## src/rtl/store_buffer.sv

```systemverilog
// In-order store buffer between commit and the data-memory write port, with load lookup.
// Define STORE_BUFFER_FORWARD_EN to build the forwarding mux; otherwise matching loads stall.
module store_buffer #(
  parameter int unsigned DATA_WIDTH = 32,
  parameter int unsigned ADDR_WIDTH = 32,
  parameter int unsigned DEPTH      = 4
) (
  input  logic                    clk,
  input  logic                    reset,
  input  logic                    st_valid,
  input  logic [ADDR_WIDTH-1:0]   st_addr,
  input  logic [DATA_WIDTH-1:0]   st_data,
  output logic                    st_ready,
  input  logic                    ld_valid,
  input  logic [ADDR_WIDTH-1:0]   ld_addr,
  output logic                    ld_hit,
  output logic [DATA_WIDTH-1:0]   ld_data,
  output logic                    ld_stall,
  input  logic                    mem_busy,
  output logic                    mem_write_enable,
  output logic [ADDR_WIDTH-1:0]   mem_write_addr,
  output logic [DATA_WIDTH-1:0]   mem_write_data,
  output logic [$clog2(DEPTH):0]  count,
  output logic                    empty,
  output logic                    full
);

  localparam int unsigned PtrW = $clog2(DEPTH);
  localparam int unsigned CntW = PtrW + 1;

  logic [ADDR_WIDTH-1:0] addr_q [DEPTH];
  logic [DATA_WIDTH-1:0] data_q [DEPTH];
  logic [DEPTH-1:0]      valid_q;
  logic [PtrW-1:0]       head_q, tail_q;
  logic [CntW-1:0]       count_q;

  logic enq, drain;

  assign empty            = (count_q == '0);
  assign full             = (count_q == CntW'(DEPTH));
  assign count            = count_q;
  // A slot freed by this cycle's drain is not offered to this cycle's store.
  assign st_ready         = !full;
  assign enq              = st_valid && !full;
  assign drain            = !empty && !mem_busy;
  assign mem_write_enable = drain;
  assign mem_write_addr   = empty ? '0 : addr_q[head_q];
  assign mem_write_data   = empty ? '0 : data_q[head_q];

  always_ff @(posedge clk or negedge reset) begin
    if (!reset) begin
      head_q  <= '0;
      tail_q  <= '0;
      count_q <= '0;
      valid_q <= '0;
      for (int unsigned i = 0; i < DEPTH; i++) begin
        addr_q[i] <= '0;
        data_q[i] <= '0;
      end
    end else begin
      if (enq) begin
        addr_q[tail_q]  <= st_addr;
        data_q[tail_q]  <= st_data;
        valid_q[tail_q] <= 1'b1;
        tail_q          <= tail_q + PtrW'(1);
      end
      if (drain) begin
        valid_q[head_q] <= 1'b0;
        head_q          <= head_q + PtrW'(1);
      end
      unique case ({enq, drain})
        2'b10:   count_q <= count_q + CntW'(1);
        2'b01:   count_q <= count_q - CntW'(1);
        default: count_q <= count_q;
      endcase
    end
  end

`ifdef STORE_BUFFER_FORWARD_EN
  logic [PtrW-1:0] scan_idx;

  // Walk oldest to youngest so the last match (youngest) overrides earlier ones.
  always_comb begin
    ld_hit   = 1'b0;
    ld_data  = '0;
    scan_idx = head_q;
    for (int unsigned i = 0; i < DEPTH; i++) begin
      scan_idx = head_q + PtrW'(i);
      if (ld_valid && valid_q[scan_idx] && (addr_q[scan_idx] == ld_addr)) begin
        ld_hit  = 1'b1;
        ld_data = data_q[scan_idx];
      end
    end
  end

  assign ld_stall = 1'b0;
`else
  logic [DEPTH-1:0] match;

  always_comb begin
    match = '0;
    for (int unsigned i = 0; i < DEPTH; i++) begin
      match[i] = valid_q[i] && (addr_q[i] == ld_addr);
    end
  end

  assign ld_stall = ld_valid && (|match);
  assign ld_hit   = 1'b0;
  assign ld_data  = '0;
`endif

endmodule

```

## config.mk

```make
export PLATFORM = sky130hd
export DESIGN_NAME = store_buffer
export DESIGN_NICKNAME = d
export VERILOG_FILES = /design/src/rtl/store_buffer.sv
export SDC_FILE = /design/constraint.sdc
export NUM_CORES = 1
export LEC_CHECK = 0
export ABC_AREA = 1
export ABC_CLOCK_PERIOD_IN_PS = 3400
export CORE_UTILIZATION = 60
export CTS_CLUSTER_SIZE = 40
export DETAILED_ROUTE_END_ITERATION = 12
export PLACE_DENSITY = 0.87
export SLEW_MARGIN = 10
export SYNTH_ARGS = -nofsm -noshare
export SYNTH_HDL_FRONTEND = slang
export SYNTH_SLANG_ARGS = --single-unit
```

## constraint.sdc

```tcl
create_clock -name clk -period 3.4 [get_ports clk]
set_input_delay 0.34 -clock clk [delete_from_list [all_inputs] [get_ports clk]]
set_output_delay 0.34 -clock clk [all_outputs]
set_load 0.005 [all_outputs]
```

==> impl_metrics.xml, run 1 <==
<?xml version="1.0" encoding="UTF-8"?>
<metrics>
  <group name="run_status">
    <metric name="run_status" unit="">complete, no violations</metric>
  </group>
  <group name="global_route">
    <metric name="grt_util_met3" unit="%">4.928</metric>
    <metric name="top_usage_layer" unit="">met2</metric>
    <metric name="number_of_antenna_violations_at_the_first_check_in_global_routing" unit="">0</metric>
    <metric name="use_met2" unit="%">59.17</metric>
    <metric name="track_usage" unit="%">35.90</metric>
    <metric name="first_global_vias" unit="">12880</metric>
    <metric name="grt.overflow.total" unit="">0</metric>
    <metric name="grt_first_pass_wirelength" unit="um">68460</metric>
    <metric name="met1_usage" unit="%">47.00</metric>
    <metric name="grt_max_degree" unit="">132</metric>
  </group>
  <group name="logic_synthesis">
    <metric name="syn-instance-count" unit="">1921</metric>
    <metric name="share_of_synthesized_area_spent_on_multiplexers" unit="%">0</metric>
    <metric name="yosys_warnings" unit="">0</metric>
    <metric name="post_synth_instance_area" unit="sq mm">0.01442</metric>
    <metric name="syn-mean-instance-area" unit="sq um">7.509</metric>
    <metric name="synth.distinct_cells" unit="">29</metric>
    <metric name="synthXorXnorAreaFrac" unit="%">2.854</metric>
    <metric name="synth-compound-area-share" unit="%">18.70</metric>
    <metric name="synth_fa_ha_area_share" unit="%">0.9195</metric>
    <metric name="ys_top_cells_by_area" unit="">sky130_fd_sc_hd__dfrtp_1, sky130_fd_sc_hd__nand2_1, sky130_fd_sc_hd__o21ai_0, sky130_fd_sc_hd__inv_1, sky130_fd_sc_hd__nor2_1</metric>
    <metric name="seq_area_frac_synth" unit="%">46.32</metric>
    <metric name="synth_top_family_by_area" unit="">simple AND/OR/NAND/NOR gates</metric>
    <metric name="register_bit_total_from_synthesis" unit="">267</metric>
    <metric name="synthSimpleGateAreaFrac" unit="%">19.02</metric>
    <metric name="yosysTopAreaCell" unit="">sky130_fd_sc_hd__dfrtp_1</metric>
    <metric name="synth_largest_type_area_fraction" unit="%">46.32</metric>
  </group>
  <group name="detailed_routing">
    <metric name="routed_wirelength" unit="um">43190</metric>
    <metric name="drtIter0Drc" unit="">1508</metric>
    <metric name="routed-via-count" unit="">13516</metric>
    <metric name="ant_nets" unit="">0</metric>
    <metric name="drc_errors" unit="">0</metric>
    <metric name="drt_pre_antenna_iters" unit="">6</metric>
    <metric name="wl_per_cell" unit="um">18.18</metric>
    <metric name="vias_per_cell" unit="">5.689</metric>
  </group>
  <group name="final_layout">
    <metric name="highest_count_cells_in_the_layout_ignoring_fill_and_taps" unit="">sky130_fd_sc_hd__nand2_1, sky130_fd_sc_hd__o21ai_0, sky130_fd_sc_hd__dfrtp_1, sky130_fd_sc_hd__inv_1, sky130_fd_sc_hd__nor2_1</metric>
    <metric name="fillers" unit="">1870</metric>
    <metric name="layout.cells.most_common" unit="">sky130_fd_sc_hd__nand2_1</metric>
    <metric name="area_delta_synth_final" unit="%">18.15</metric>
    <metric name="design.final.nets" unit="">2147</metric>
    <metric name="share_of_layout_cells_above_drive_strength_1" unit="%">4.084</metric>
    <metric name="antenna_cells_inserted" unit="">0</metric>
    <metric name="finalNonFillerCells" unit="">2376</metric>
    <metric name="postLayoutCellArea" unit="sq mm">0.01704</metric>
  </group>
  <group name="placement">
    <metric name="io_buffers" unit="">172</metric>
    <metric name="gp_congestion" unit="">1.080</metric>
    <metric name="detailed_place_hpwl" unit="um">29240</metric>
    <metric name="dp_worst_setup_slack" unit="ps">515.6</metric>
    <metric name="numPlacedInstances" unit="">2324</metric>
    <metric name="placed_cell_area" unit="sq mm">0.01605</metric>
  </group>
  <group name="clock_tree">
    <metric name="cts.root.buffer_cell" unit="">sky130_fd_sc_hd__clkbuf_16</metric>
    <metric name="postCtsHoldBufs" unit="">1</metric>
    <metric name="worstSkewPairLatency" unit="ps">570</metric>
    <metric name="cts.clk_slew.worst_paths" unit="ps">60</metric>
    <metric name="cts_tree" unit="">done</metric>
    <metric name="cts_setup_buffers" unit="">0</metric>
    <metric name="number_of_cts_inserted_buffers" unit="">28</metric>
    <metric name="cts_max_path_buffers" unit="">3</metric>
    <metric name="cts-resized-gates" unit="">0</metric>
    <metric name="clk_sink_count" unit="">267</metric>
    <metric name="h-tree-depth" unit="">1</metric>
  </group>
  <group name="sta">
    <metric name="slew_violations" unit="">0</metric>
    <metric name="finalHoldWorstSlack" unit="ps">368.8</metric>
    <metric name="unrepaired_setup_endpoints_after_global_routing" unit="">false</metric>
    <metric name="timing.final.crit_period" unit="ps">3191</metric>
    <metric name="final_critical_path_setup_slack" unit="ps">209.0</metric>
    <metric name="setup_viol" unit="">0</metric>
    <metric name="timing_hold_violations_final" unit="">0</metric>
    <metric name="final.setup.tns" unit="ps">0</metric>
    <metric name="finalClockSkew" unit="ps">29.62</metric>
    <metric name="max_slew_margin" unit="%">44.34</metric>
    <metric name="tightest_slew" unit="ps">834.9</metric>
    <metric name="post_route_clock_period_utilization" unit="%">93.85</metric>
    <metric name="fmaxAchievable" unit="MHz">313.4</metric>
  </group>
  <group name="setup_path">
    <metric name="worst-path-max-fanout" unit="">54</metric>
    <metric name="endpoint_type_of_the_worst_setup_path" unit="">output port</metric>
    <metric name="timing.reg2reg.worst_path_depth" unit="">8</metric>
    <metric name="crit_start" unit="">head_q[1]</metric>
    <metric name="timing.critical_path.from_type" unit="">flip-flop</metric>
    <metric name="r2r-start" unit="">count[0]</metric>
    <metric name="setup.worst_path.class" unit="">reg -&gt; out</metric>
    <metric name="capturing_element_of_the_worst_setup_path" unit="">mem_write_data[0]</metric>
    <metric name="timing.critical_path.required" unit="ps">3060</metric>
    <metric name="timing.critical_path.arrival" unit="ps">2850</metric>
    <metric name="reg2reg_to" unit="">data_q[17]</metric>
    <metric name="r2r_slack" unit="ps">1220</metric>
  </group>
  <group name="min_path">
    <metric name="hold_path_class" unit="">in -&gt; reg</metric>
    <metric name="hp-start" unit="">st_data[21]</metric>
  </group>
  <group name="power_and_ir_drop">
    <metric name="power.ir.vdd_worst" unit="mV">0.6763</metric>
    <metric name="power_density" unit="mW/mm^2">1013</metric>
    <metric name="static_power_due_to_leakage" unit="nW">8.277</metric>
  </group>
  <group name="floorplanning">
    <metric name="initial_core_utilization" unit="%">61.27</metric>
    <metric name="core.rowCount" unit="">56</metric>
    <metric name="core_area" unit="sq mm">0.02354</metric>
    <metric name="ios" unit="">206</metric>
    <metric name="die-height" unit="um">157.0</metric>
    <metric name="die-area" unit="sq mm">0.02466</metric>
    <metric name="die-width" unit="um">157.0</metric>
  </group>
  <group name="run">
    <metric name="maxCapViolCount" unit="">0</metric>
  </group>
</metrics>
-- flip-flops by register name (all words and copies together), names as in the netlist --
signal and cells:
addr_q 128, count 3, data_q 128, head_q 2, tail_q 2, valid_q 4
-- stage by stage --
stage | util, % | power, mW
after detailed placement | 68.15 | 13.86
after global placement | 68.15 | 13.54
after floorplan | - | 10.42
final | 72.39 | 17.26
after CTS | 72.39 | 17.15
after global routing | 72.39 | 18.42
-- worst min-delay path by stage --
stage | to | slack (ps) | cells after the start
finish | data_q[53] | 370 | 3
global route | data_q[58] | 390 | 3
CTS | data_q[53] | 360 | 3
detailed placement | addr_q[74] | 420 | 1
global placement | addr_q[106] | 410 | 1
floorplan | addr_q[0] | 40 | 0
-- synth_stat cells, drive strengths merged --
master and instances:
nand2 499, o21ai 383, dfrtp 267, inv 215
nor2 193, buf 113, a21oi 112, xnor2 42
clkbuf 29, nand4 11, o211ai 11, o22ai 11
ha 9, nand3 9, xor2 5, o221ai 4
a22o 3, nor3 2, a21boi 1, conb 1
fa 1
-- where the power goes --
group	total (mW)	switching, mW	internal, mW
Clock	3.20	1.29	1.92
Combinational	8.27	4.75	3.51
Sequential	5.79	1.13	4.66
Total	17.3	7.17	10.1
-- layout make-up --
type,count,area [sq um],share of cell area (%)
Multi-Input combinational cell,1329,6135,36.00
Clock buffer,39,822.0,4.824
Clock inverter,12,163.9,0.9618
Sequential cell,267,6686,39.24
Inverter,215,808.3,4.743
Timing Repair Buffer,195,2027,11.89
Tap cell,319,399.1,2.342
-- critical path, cell delays in order, from the launching register on --
cell	delay, ps
sky130_fd_sc_hd__dfrtp_2	380
sky130_fd_sc_hd__buf_4	600
sky130_fd_sc_hd__buf_4	440
sky130_fd_sc_hd__nor2_1	100
sky130_fd_sc_hd__o21ai_0	110
sky130_fd_sc_hd__a21oi_1	150
sky130_fd_sc_hd__clkdlybuf4s50_1	500
-- kinds of logic after synthesis --
logic type	after synthesis
and+or+nand+nor	714
AOI/OAI and AO/OA	525
buffers and inverters	357
DFF	267
xor gates and xnor gates	47
adders and majority gates	10
other	1
-- metal layers --
| metal | up-vias | share of wire (%) |
|---|---|---|
| met5 | - | 0 |
| met4 | 0 | 5.2 |
| met3 | 146 | 8.3 |
| met2 | 726 | 47 |
| met1 | 6377 | 40 |
| li1 | 6267 | - |
Power figures use the tool's default switching activity.
==> inputs of run 2 (changes only) <==
--- a/config.mk
+++ b/config.mk
@@ -6,11 +6,11 @@
 export NUM_CORES = 1
 export LEC_CHECK = 0
 export ABC_AREA = 1
-export ABC_CLOCK_PERIOD_IN_PS = 3400
-export CORE_UTILIZATION = 60
+export ABC_CLOCK_PERIOD_IN_PS = 2700
+export CORE_UTILIZATION = 50
 export CTS_CLUSTER_SIZE = 40
 export DETAILED_ROUTE_END_ITERATION = 12
-export PLACE_DENSITY = 0.87
+export PLACE_DENSITY = 0.77
 export SLEW_MARGIN = 10
 export SYNTH_ARGS = -nofsm -noshare
 export SYNTH_HDL_FRONTEND = slang
==> constraint.sdc (replaced) <==
create_clock -name clk -period 2.7 [get_ports clk]
set_input_delay 0.27 -clock clk [delete_from_list [all_inputs] [get_ports clk]]
set_output_delay 0.27 -clock clk [all_outputs]
set_load 0.005 [all_outputs]
==> run 2 against run 1 <==
The run now ends with negative setup slack left. Clock power increased by 23%. Flip-flop and latch count unchanged. Count of clock-buffer cells in the layout increased by 5. Critical path type unchanged. Largest cell class unchanged. Largest power group unchanged.
==> impl_metrics.xml, run 2 (synthesis results as in run 1) <==
<?xml version="1.0" encoding="UTF-8"?>
<metrics>
  <group name="run_status">
    <metric name="run_status" unit="">finished, violations left</metric>
    <metric name="violations" unit="">negative setup slack</metric>
  </group>
  <group name="placement">
    <metric name="placed_cell_area" unit="sq mm">0.01643</metric>
    <metric name="dp_worst_setup_slack" unit="ps">-144.3</metric>
    <metric name="detailed_place_hpwl" unit="um">30550</metric>
    <metric name="io_buffers" unit="">172</metric>
    <metric name="gp_congestion" unit="">0.9856</metric>
  </group>
  <group name="global_route">
    <metric name="grt.overflow.total" unit="">0</metric>
    <metric name="track_usage" unit="%">30.66</metric>
    <metric name="grt_first_pass_wirelength" unit="um">69250</metric>
    <metric name="grt_max_degree" unit="">91</metric>
    <metric name="first_global_vias" unit="">12625</metric>
    <metric name="number_of_antenna_violations_at_the_first_check_in_global_routing" unit="">0</metric>
  </group>
  <group name="clock_tree">
    <metric name="worstSkewPairLatency" unit="ps">580</metric>
    <metric name="number_of_cts_inserted_buffers" unit="">29</metric>
    <metric name="cts.root.buffer_cell" unit="">sky130_fd_sc_hd__clkbuf_16</metric>
    <metric name="cts.clk_slew.worst_paths" unit="ps">60</metric>
    <metric name="h-tree-depth" unit="">1</metric>
    <metric name="cts_tree" unit="">done</metric>
    <metric name="cts_max_path_buffers" unit="">3</metric>
    <metric name="clk_sink_count" unit="">267</metric>
  </group>
  <group name="setup_path">
    <metric name="timing.critical_path.arrival" unit="ps">2500</metric>
    <metric name="setup.worst_path.class" unit="">reg -&gt; out</metric>
    <metric name="timing.critical_path.required" unit="ps">2430</metric>
    <metric name="r2r_slack" unit="ps">600</metric>
    <metric name="worst-path-max-fanout" unit="">29</metric>
    <metric name="timing.critical_path.from_type" unit="">flip-flop</metric>
    <metric name="endpoint_type_of_the_worst_setup_path" unit="">output port</metric>
  </group>
  <group name="sta">
    <metric name="post_route_clock_period_utilization" unit="%">102.4</metric>
    <metric name="tightest_slew" unit="ps">743.1</metric>
    <metric name="unrepaired_setup_endpoints_after_global_routing" unit="">true</metric>
    <metric name="timing.final.crit_period" unit="ps">2765</metric>
    <metric name="final.setup.tns" unit="ps">-311.1</metric>
    <metric name="finalHoldWorstSlack" unit="ps">303.6</metric>
    <metric name="finalClockSkew" unit="ps">18.62</metric>
    <metric name="max_slew_margin" unit="%">50.46</metric>
    <metric name="slew_violations" unit="">0</metric>
    <metric name="final_critical_path_setup_slack" unit="ps">-65.29</metric>
    <metric name="setup_viol" unit="">9</metric>
    <metric name="fmaxAchievable" unit="MHz">361.6</metric>
    <metric name="timing_hold_violations_final" unit="">0</metric>
  </group>
  <group name="detailed_routing">
    <metric name="drt_pre_antenna_iters" unit="">6</metric>
    <metric name="routed-via-count" unit="">13389</metric>
    <metric name="vias_per_cell" unit="">5.403</metric>
    <metric name="routed_wirelength" unit="um">45040</metric>
    <metric name="ant_nets" unit="">0</metric>
    <metric name="drc_errors" unit="">0</metric>
    <metric name="drtIter0Drc" unit="">1552</metric>
    <metric name="wl_per_cell" unit="um">18.18</metric>
  </group>
  <group name="power_and_ir_drop">
    <metric name="power.ir.vdd_worst" unit="mV">0.6797</metric>
    <metric name="power_switching_share" unit="%">41.61</metric>
    <metric name="static_power_due_to_leakage" unit="nW">8.761</metric>
    <metric name="power_density" unit="mW/mm^2">1248</metric>
    <metric name="p_seq_share" unit="%">33.3</metric>
    <metric name="cell_internal_power_dissipation" unit="mW">12.81</metric>
    <metric name="power.switching" unit="mW">9.128</metric>
    <metric name="totalPowerFinal" unit="mW">21.94</metric>
    <metric name="comb_power_share" unit="%">48.7</metric>
    <metric name="clockPowerShare" unit="%">18.0</metric>
  </group>
  <group name="final_layout">
    <metric name="share_of_layout_cells_above_drive_strength_1" unit="%">6.381</metric>
    <metric name="postLayoutCellArea" unit="sq mm">0.01758</metric>
    <metric name="antenna_cells_inserted" unit="">0</metric>
    <metric name="design.final.nets" unit="">2189</metric>
    <metric name="area_delta_synth_final" unit="%">21.89</metric>
    <metric name="layout.cells.most_common" unit="">sky130_fd_sc_hd__nand2_1</metric>
    <metric name="largest_registers" unit="">addr_q (128), data_q (128), valid_q (4)</metric>
    <metric name="highest_count_cells_in_the_layout_ignoring_fill_and_taps" unit="">sky130_fd_sc_hd__nand2_1, sky130_fd_sc_hd__o21ai_0, sky130_fd_sc_hd__dfrtp_1, sky130_fd_sc_hd__inv_1, sky130_fd_sc_hd__nor2_1</metric>
  </group>
  <group name="floorplanning">
    <metric name="core_area" unit="sq mm">0.02809</metric>
    <metric name="ios" unit="">206</metric>
    <metric name="die-width" unit="um">171.8</metric>
    <metric name="core.rowCount" unit="">61</metric>
    <metric name="die-area" unit="sq mm">0.02953</metric>
    <metric name="initial_core_utilization" unit="%">51.35</metric>
    <metric name="die-height" unit="um">171.8</metric>
  </group>
  <group name="run">
    <metric name="maxCapViolCount" unit="">0</metric>
  </group>
  <group name="min_path">
    <metric name="hold_path_class" unit="">in -&gt; reg</metric>
  </group>
</metrics>
==> run 2: timing repair <==
item / in CTS / in global routing
buffers inserted: 2 / 0
gates cloned: 1 / 1
hold endpoints to repair: 83 / 0
setup endpoints to repair: 48 / 57
hold buffers: 1 / 0
gates resized for setup: 19 / 25
pin swaps: 6 / 9
==> run 2: final timing paths <==
kind	depth (start not counted)	startpoint	endpoint
setup / recovery	5	head_q[0]	mem_write_data[5]
hold / removal	3	st_addr[9]	addr_q[41]
setup reg to reg	7	count[0]	count[1]
hold reg to reg	2	data_q[68]	data_q[68]
max in group asynchronous	3	reset	data_q[117]
min in group asynchronous	2	reset	addr_q[45]
==> run 2: cell type report <==
type	instances	area [sq um]
fillers	2497	10510
flip-flops and latches	267	6686
multi-input cells	1329	6203
repair buffers	236	2472
clock buffers	44	822.0
inverters	215	814.5
well taps	378	473.0
clock inverters	9	110.1
==> run 2: critical path: stages (launching register included) <==
cell and delay [ps]:
sky130_fd_sc_hd__dfrtp_4 570, sky130_fd_sc_hd__inv_8 160, sky130_fd_sc_hd__buf_8 220, sky130_fd_sc_hd__o21ai_0 130, sky130_fd_sc_hd__a21oi_1 270, sky130_fd_sc_hd__clkdlybuf4s50_1 560
==> run 2: metrics by stage <==
stage                     util (%)  std cells
after global routing         62.60       2478
after CTS                    62.30       2477
after floorplan                  -       1953
final                        62.60       2478
after detailed placement     58.51       2420
after global placement       58.51       2420
==> run 2: metal layers <==
metal / wire [um] / GRT usage [%] / up-vias / part of all wire [%]
li1: - / - / 6356 / -
met1: 18680 / 40.68 / 6297 / 41
met2: 21230 / 51.15 / 639 / 47
met3: 3430 / 4.073 / 97 / 7.6
met4: 1698 / 11.47 / 0 / 3.8
met5: 0 / 0 / - / 0
==> run 2: power by group through the flow <==
stage / registers (mW) / clock network (mW) / logic [mW]
after global routing: 7.51 / 4.14 / 11.9
after floorplan: 6.84 / 0 / 6.29
final: 7.31 / 3.95 / 10.7
after global placement: 7.22 / 0 / 10.2
after CTS: 7.26 / 3.99 / 10.7
after detailed placement: 7.29 / 0 / 10.4
==> inputs of run 3 (changes only) <==
--- a/config.mk
+++ b/config.mk
@@ -7,10 +7,12 @@
 export LEC_CHECK = 0
 export ABC_AREA = 1
 export ABC_CLOCK_PERIOD_IN_PS = 2700
-export CORE_UTILIZATION = 50
+export CORE_UTILIZATION = 58
 export CTS_CLUSTER_SIZE = 40
 export DETAILED_ROUTE_END_ITERATION = 12
-export PLACE_DENSITY = 0.77
+export DONT_BUFFER_PORTS = 1
+export PLACE_DENSITY = 0.76
+export SKIP_CTS_REPAIR_TIMING = 1
 export SLEW_MARGIN = 10
 export SYNTH_ARGS = -nofsm -noshare
 export SYNTH_HDL_FRONTEND = slang
==> run 3 against run 2 <==
The flow finishes with violations (negative hold slack). Core utilization rose by 3.4 points. First-iteration DRC count fell by 14%. Global-route usage rose by 1.8 points. Maximum frequency rose by 7.6%. Combinational power fell by 21%. Die area fell by 14%. Count of clock-buffer cells in the layout fell by 3. Total power fell by 8.3%. Final cell count fell by 8.0%.
==> impl_metrics.xml, run 3 (synthesis results as in run 1) <==
<?xml version="1.0" encoding="UTF-8"?>
<metrics>
  <group name="sta">
    <metric name="unrepaired_setup_endpoints_after_global_routing" unit="">false</metric>
    <metric name="finalHoldWorstSlack" unit="ps">-617.4</metric>
    <metric name="timing_hold_violations_final" unit="">267</metric>
    <metric name="post_route_clock_period_utilization" unit="%">95.23</metric>
    <metric name="max_slew_margin" unit="%">57.45</metric>
    <metric name="fmaxAchievable" unit="MHz">388.9</metric>
    <metric name="slew_violations" unit="">0</metric>
    <metric name="finalClockSkew" unit="ps">12.44</metric>
    <metric name="timing.final.crit_period" unit="ps">2571</metric>
    <metric name="tightest_slew" unit="ps">638.2</metric>
    <metric name="final.setup.tns" unit="ps">0</metric>
    <metric name="setup_viol" unit="">0</metric>
  </group>
  <group name="placement">
    <metric name="io_buffers" unit="">0</metric>
    <metric name="gp_congestion" unit="">1.042</metric>
    <metric name="detailed_place_hpwl" unit="um">27590</metric>
  </group>
  <group name="final_layout">
    <metric name="highest_count_cells_in_the_layout_ignoring_fill_and_taps" unit="">sky130_fd_sc_hd__nand2_1, sky130_fd_sc_hd__o21ai_0, sky130_fd_sc_hd__dfrtp_1, sky130_fd_sc_hd__inv_1, sky130_fd_sc_hd__nor2_1</metric>
    <metric name="layout.cells.most_common" unit="">sky130_fd_sc_hd__nand2_1</metric>
    <metric name="antenna_cells_inserted" unit="">0</metric>
    <metric name="design.final.nets" unit="">2044</metric>
    <metric name="share_of_layout_cells_above_drive_strength_1" unit="%">4.552</metric>
    <metric name="fillers" unit="">2101</metric>
    <metric name="area_delta_synth_final" unit="%">11.62</metric>
    <metric name="largest_registers" unit="">addr_q (128), data_q (128), valid_q (4)</metric>
  </group>
  <group name="global_route">
    <metric name="first_global_vias" unit="">12007</metric>
    <metric name="grt_first_pass_wirelength" unit="um">65590</metric>
    <metric name="track_usage" unit="%">32.46</metric>
    <metric name="grt.overflow.total" unit="">0</metric>
    <metric name="grt_max_degree" unit="">268</metric>
    <metric name="number_of_antenna_violations_at_the_first_check_in_global_routing" unit="">0</metric>
  </group>
  <group name="setup_path">
    <metric name="timing.critical_path.from_type" unit="">flip-flop</metric>
    <metric name="endpoint_type_of_the_worst_setup_path" unit="">output port</metric>
    <metric name="setup.worst_path.class" unit="">reg -&gt; out</metric>
    <metric name="timing.reg2reg.worst_path_depth" unit="">9</metric>
    <metric name="timing.critical_path.arrival" unit="ps">2300</metric>
    <metric name="worst-path-max-fanout" unit="">33</metric>
    <metric name="timing.critical_path.required" unit="ps">2430</metric>
  </group>
  <group name="floorplanning">
    <metric name="ios" unit="">206</metric>
    <metric name="core_area" unit="sq mm">0.02439</metric>
    <metric name="die-area" unit="sq mm">0.02550</metric>
    <metric name="initial_core_utilization" unit="%">59.14</metric>
    <metric name="die-width" unit="um">159.7</metric>
    <metric name="core.rowCount" unit="">57</metric>
    <metric name="die-height" unit="um">159.7</metric>
  </group>
  <group name="detailed_routing">
    <metric name="wl_per_cell" unit="um">18.37</metric>
    <metric name="routed-via-count" unit="">12812</metric>
    <metric name="drtIter0Drc" unit="">1339</metric>
    <metric name="drt_pre_antenna_iters" unit="">6</metric>
    <metric name="drc_errors" unit="">0</metric>
    <metric name="vias_per_cell" unit="">5.622</metric>
    <metric name="routed_wirelength" unit="um">41860</metric>
    <metric name="ant_nets" unit="">0</metric>
  </group>
  <group name="clock_tree">
    <metric name="number_of_cts_inserted_buffers" unit="">30</metric>
    <metric name="h-tree-depth" unit="">1</metric>
    <metric name="cts_tree" unit="">done</metric>
    <metric name="cts_max_path_buffers" unit="">3</metric>
    <metric name="cts.root.buffer_cell" unit="">sky130_fd_sc_hd__clkbuf_16</metric>
    <metric name="cts.clk_slew.worst_paths" unit="ps">60</metric>
    <metric name="clk_sink_count" unit="">267</metric>
    <metric name="worstSkewPairLatency" unit="ps">580</metric>
  </group>
  <group name="min_path">
    <metric name="hold_path_class" unit="">in -&gt; async</metric>
  </group>
  <group name="power_and_ir_drop">
    <metric name="power_density" unit="mW/mm^2">1249</metric>
    <metric name="comb_power_share" unit="%">41.9</metric>
    <metric name="totalPowerFinal" unit="mW">20.11</metric>
    <metric name="static_power_due_to_leakage" unit="nW">7.951</metric>
    <metric name="clockPowerShare" unit="%">22.1</metric>
    <metric name="power.switching" unit="mW">8.585</metric>
    <metric name="power_switching_share" unit="%">42.69</metric>
    <metric name="p_seq_share" unit="%">36.0</metric>
    <metric name="cell_internal_power_dissipation" unit="mW">11.53</metric>
    <metric name="power.ir.vdd_worst" unit="mV">0.9576</metric>
  </group>
  <group name="run_status">
    <metric name="violations" unit="">negative hold slack</metric>
    <metric name="run_status" unit="">finished, violations left</metric>
  </group>
  <group name="run">
    <metric name="maxCapViolCount" unit="">0</metric>
  </group>
</metrics>
## run 3: worst paths after layout
| path | to | from | slack [ps] |
|---|---|---|---|
| max | mem_write_data[21] | count[0] | 130 |
| max reg2reg | count[2] | count[0] | 600 |
| min reg2reg | data_q[70] | data_q[70] | 480 |
| min in group clk | head_q[0] | mem_busy | 120 |
| max in group asynchronous | data_q[65] | reset | 2960 |
| min | addr_q[109] | reset | -620 |
## run 3: stage by stage
| step | util (%) | instance area, sq um | instances | setup WS, ps |
|---|---|---|---|---|
| 2_1_floorplan | - | 14540 | 1953 | 673.4 |
| 3_3_place_gp | 58.87 | 14360 | 2160 | 659.4 |
| 3_5_place_dp | 58.87 | 14360 | 2160 | 633.6 |
| 4_1_cts | 63.34 | 15450 | 2214 | 129.7 |
| 5_1_grt | 66.01 | 16100 | 2279 | 18.63 |
| 6_report | 66.01 | 16100 | 2279 | 128.8 |
## run 3: layer usage
layer | track usage, % | vias up | part of all wire [%]
met5 | 0 | - | 0
met4 | 13.20 | 0 | 4.0
met3 | 5.844 | 106 | 8.9
met2 | 51.93 | 688 | 47
met1 | 43.78 | 5965 | 40
li1 | - | 6053 | -
## run 3: power by group through the flow
| stage | combinational, mW | clock [mW] | sequential, mW |
|---|---|---|---|
| 2_1_floorplan | 6.29 | 0 | 6.84 |
| 3_3_place_gp | 7.98 | 0 | 7.18 |
| 3_5_place_dp | 8.21 | 0 | 7.25 |
| 4_1_cts | 8.26 | 4.49 | 7.21 |
| 5_1_grt | 9.43 | 4.63 | 7.46 |
| 6_report | 8.42 | 4.44 | 7.25 |
## run 3: final cells by class
cell class / instances / area [sq um] / share of cell area, %
sequential: 267 / 6686 / 41.53
tap: 324 / 405.4 / 2.518
clock inverter: 13 / 217.7 / 1.352
multi-input combinational: 1329 / 6135 / 38.10
timing repair buffer: 90 / 975.9 / 6.062
inverter: 215 / 808.3 / 5.020
clock buffer: 41 / 872.1 / 5.417
## run 3: worst max-delay path, cell delays in order, from the launching register on
cell and delay [ps]:
sky130_fd_sc_hd__dfrtp_1 450, sky130_fd_sc_hd__nor3_2 200, sky130_fd_sc_hd__buf_4 460, sky130_fd_sc_hd__buf_4 450, sky130_fd_sc_hd__a21oi_1 120
